--- config.mk ---
export PLATFORM = sky130hd
export DESIGN_NAME = col_decoder
export DESIGN_NICKNAME = d
export VERILOG_FILES = /design/src/rtl/col_decoder.sv
export SDC_FILE = /design/constraint.sdc
export NUM_CORES = 1
export LEC_CHECK = 0
export BUFFER_PORTS_ARGS = -buffer_cell sky130_fd_sc_hd__buf_2
export CORE_MARGIN = 1.5
export CORE_UTILIZATION = 47
export DETAILED_ROUTE_END_ITERATION = 6
export PLACE_DENSITY = 0.84
export SYNTH_ARGS = -nofsm -noshare
export SYNTH_HDL_FRONTEND = slang
export SYNTH_SLANG_ARGS = --single-unit
--- constraint.sdc ---
create_clock -name clk -period 1.5 [get_ports clk]
set_clock_uncertainty 0.15 [all_clocks]
set_input_delay 0.15 -clock clk [delete_from_list [all_inputs] [get_ports clk]]
set_output_delay 0.15 -clock clk [all_outputs]
set_load 0.02 [all_outputs]
--- src/rtl/col_decoder.sv ---
// Column decoder for a CAM/MAC bit-cell array.
// Drives registered BL/BLB pairs: one-hot precharge in MAC mode, key/~key in CAM mode.
module col_decoder (
    input  logic clk,
    input  logic rst_n,
    input  logic MAC_en,
    input  logic addr0,
    input  logic addr1,
    input  logic addr2,
    input  logic data0,
    input  logic data1,
    input  logic data2,
    input  logic data3,
    input  logic data4,
    input  logic data5,
    input  logic data6,
    input  logic data7,
    output logic BL0,
    output logic BL1,
    output logic BL2,
    output logic BL3,
    output logic BL4,
    output logic BL5,
    output logic BL6,
    output logic BL7,
    output logic BLB0,
    output logic BLB1,
    output logic BLB2,
    output logic BLB3,
    output logic BLB4,
    output logic BLB5,
    output logic BLB6,
    output logic BLB7
);

    logic [2:0] addr;
    logic [7:0] data;
    logic [7:0] bl_d;
    logic [7:0] blb_d;
    logic [7:0] bl_q;
    logic [7:0] blb_q;

    assign addr = {addr2, addr1, addr0};
    assign data = {data7, data6, data5, data4,
                   data3, data2, data1, data0};

    // Next bit-line values: selected column both high in MAC, key and complement in CAM
    always_comb begin
        bl_d  = 8'h00;
        blb_d = 8'h00;
        if (MAC_en) begin
            bl_d[addr]  = 1'b1;
            blb_d[addr] = 1'b1;
        end else begin
            bl_d  = data;
            blb_d = ~data;
        end
    end

    // Output registers; reset forces every line low regardless of mode
    always_ff @(posedge clk) begin
        if (!rst_n) begin
            bl_q  <= 8'h00;
            blb_q <= 8'h00;
        end else begin
            bl_q  <= bl_d;
            blb_q <= blb_d;
        end
    end

    assign BL0  = bl_q[0];
    assign BL1  = bl_q[1];
    assign BL2  = bl_q[2];
    assign BL3  = bl_q[3];
    assign BL4  = bl_q[4];
    assign BL5  = bl_q[5];
    assign BL6  = bl_q[6];
    assign BL7  = bl_q[7];
    assign BLB0 = blb_q[0];
    assign BLB1 = blb_q[1];
    assign BLB2 = blb_q[2];
    assign BLB3 = blb_q[3];
    assign BLB4 = blb_q[4];
    assign BLB5 = blb_q[5];
    assign BLB6 = blb_q[6];
    assign BLB7 = blb_q[7];

endmodule

==> results.yml <==
clock_tree:
  cts_buffer_depth: 2
  post_cts_resized: 0
  cts_tree: "built"
  htreeDepth: 1
  root_buffer: "clkbuf_4"
  clock_sinks: 16
  hold_buffers: 0
  cts_setup_buffers: 0
  clk_pin_slew_worst_paths_ns: 0.09
  numCtsBuffers: 3
route:
  drtIter0Drc: 1
  postRouteWirelength_um: 1050
  dr.pass1.iters: 3
  wl_per_cell_um: 10.1
  vias: 497
  drc: 0
  postRouteAntennaNets: 0
  viasPerCell: 4.78
worst_setup_path:
  cp_top_family: "flip-flops"
  crit_path_end_kind: "output pin"
  path_max_fanout: 1
  path_buf_inv: 1
  crit_type: "reg -> out"
  worstSetupStartpoint: "blb_q[5]"
  crit_cells: 1
  critPathCapture: "BLB5"
  critical_path_arrival_ns: 0.75
  critPathLaunchType: "register"
  slowest_stage: "dfxtp_1"
  slowest_delay_ns: 0.32
  worst_ep_required_time_ns: 1.20
  cp_cell_sequence: "buf_2"
layout:
  multi_input_area_um2: 300
  area_delta_synth_final_pct: 27.1
  final_cells: 104
  num-nets-final: 104
  n_fill_cell: 113
  drive_above_1_share: 0.382
  n_antenna_cell: 0
  ff_latch_area_um2: 320
timing:
  finalHoldViolCount: 0
  slew_viol_final: 0
  period_share: 0.699
  rsz0062_at_grt: "false"
  finalSetupTns_ns: 0
  period_minus_slack_ns: 1.05
  max_slew_margin: 0.768
  setup_viol: 0
  worst_slew_pin_slew_ns: 0.347
  fmax_mhz: 953
power:
  switching_share: 0.236
  power.clock.fraction: 0.318
  p_switching_uw: 201
  power_density_mw_per_mm2: 1030
  pwr-share-comb: 0.152
  leakagePower_uw: 0.000406
  power.internal_uw: 648
  ir_drop_uv: 545
  p_seq_frac: 0.530
synthesis:
  yosys_warnings: 0
  synthSimpleGateAreaFrac: 0.279
  muxShareOfSynthArea: 0
  postSynthCellCount: 60
  synth-adder-area-share: 0
  syn_area_um2: 646
  avgSynthCellArea_um2: 10.8
  synth-compound-area-share: 0.186
  synthXorXnorAreaFrac: 0
  seq_area_frac_synth: 0.496
  synth.distinct_cells: 11
  synth_top_family_by_area: "simple AND/OR/NAND/NOR gates"
  ys_ff_latch: 16
  synth_nets: 74
outcome:
  status: "finished, final reports clean"
die:
  io_pins: 30
  num_rows: 13
  core-area_mm2: 0.00128
  fp.dieW_um: 40.1
  die_y_um: 40.1
  start_util: 0.502
  dieArea_mm2: 0.00160
placed_design:
  port-buffer-count: 29
  post-place-cells: 100
  hpwl_um: 764
  place.gp.congestion: 0.647
global_routing:
  grt_max_degree: 25
  antenna_found_initial: 0
  overflow: 0
  grt_pass1_wl_um: 1670
  grt_pass1_vias: 404
  grt_usage: 0.154
run:
  cap_viol_max_count: 0
min_path:
  worstHoldPathType: "in -> reg"
## synthesized netlist by cell type
cell      number  area [um2]
and4_1         1        8.76
clkbuf_1       1        3.75
and4b_1        3        30.0
nor4b_4        1        23.8
nor2_1         8        30.0
and4bb_1       3        37.5
buf_6          1        11.3
dfxtp_1       16         320
buf_2          2        10.0
o21a_1        16         120
nor2b_1        8        50.1
## state kept, by name, summed over array words and instances, names as in the netlist
signal and cells:
bl_q 8, blb_q 8
## layout by cell type (no fill, tap or decap)
master,netlist,routed
nor4b_4,1,1
and4bb_1,3,3
dfxtp_1,16,16
nor2b_1,8,8
clkbuf_4,0,3
clkbuf_8,0,1
o21a_1,16,16
and4_1,1,1
buf_2,2,29
and4b_1,3,3
nor2_1,8,8
## area by class of cell
type                            instances  share of cell area
Clock buffer                            4              0.0442
Multi-Input combinational cell         40               0.366
Sequential cell                        16               0.390
Tap cell                               15              0.0229
Timing Repair Buffer                   29               0.177
## power groups by stage
stage / registers, uW / logic [uW] / clock network [uW]
after floorplan: 490 / 52.9 / 0
after global placement: 460 / 127 / 0
after detailed placement: 460 / 129 / 0
after CTS: 451 / 130 / 283
after global routing: 453 / 141 / 298
final: 450 / 129 / 270
## logic make-up after synthesis
logic type | after synthesis
compound gates | 16
buf+inv | 4
flops | 16
simple gates | 24
## how the worst min path moves through the flow
stage                     start        to  slack [ns]  cells after the start
final                     data3  blb_q[3]        0.03                      3
after global routing      data3  blb_q[3]        0.03                      3
after CTS                 data3  blb_q[3]        0.02                      3
after detailed placement  data3  blb_q[3]        0.32                      3
after global placement    data2  blb_q[2]        0.32                      3
after floorplan           data0  blb_q[0]        0.20                      2
## through the flow
step | hold slack [ns] | setup WS [ns] | area [um2] | power, uW | utilization
after global placement | 0.315 | 0.439 | 785 | 587 | 0.611
after floorplan | 0.199 | 0.619 | 646 | 543 | -
after global routing | 0.0290 | 0.401 | 821 | 892 | 0.639
after CTS | 0.0238 | 0.435 | 821 | 863 | 0.639
final | 0.0307 | 0.451 | 821 | 849 | 0.639
after detailed placement | 0.321 | 0.394 | 785 | 590 | 0.611
## metal layers
layer,global-route usage,vias to the layer above,part of all wire,wire length (um)
met5,0,-,0,0
met4,0.0776,0,0.0047,5
met3,0.0333,2,0.066,70
met2,0.222,18,0.44,459
met1,0.215,210,0.49,519
li1,-,267,-,-
No activity file was read; power rests on OpenSTA's default activity.
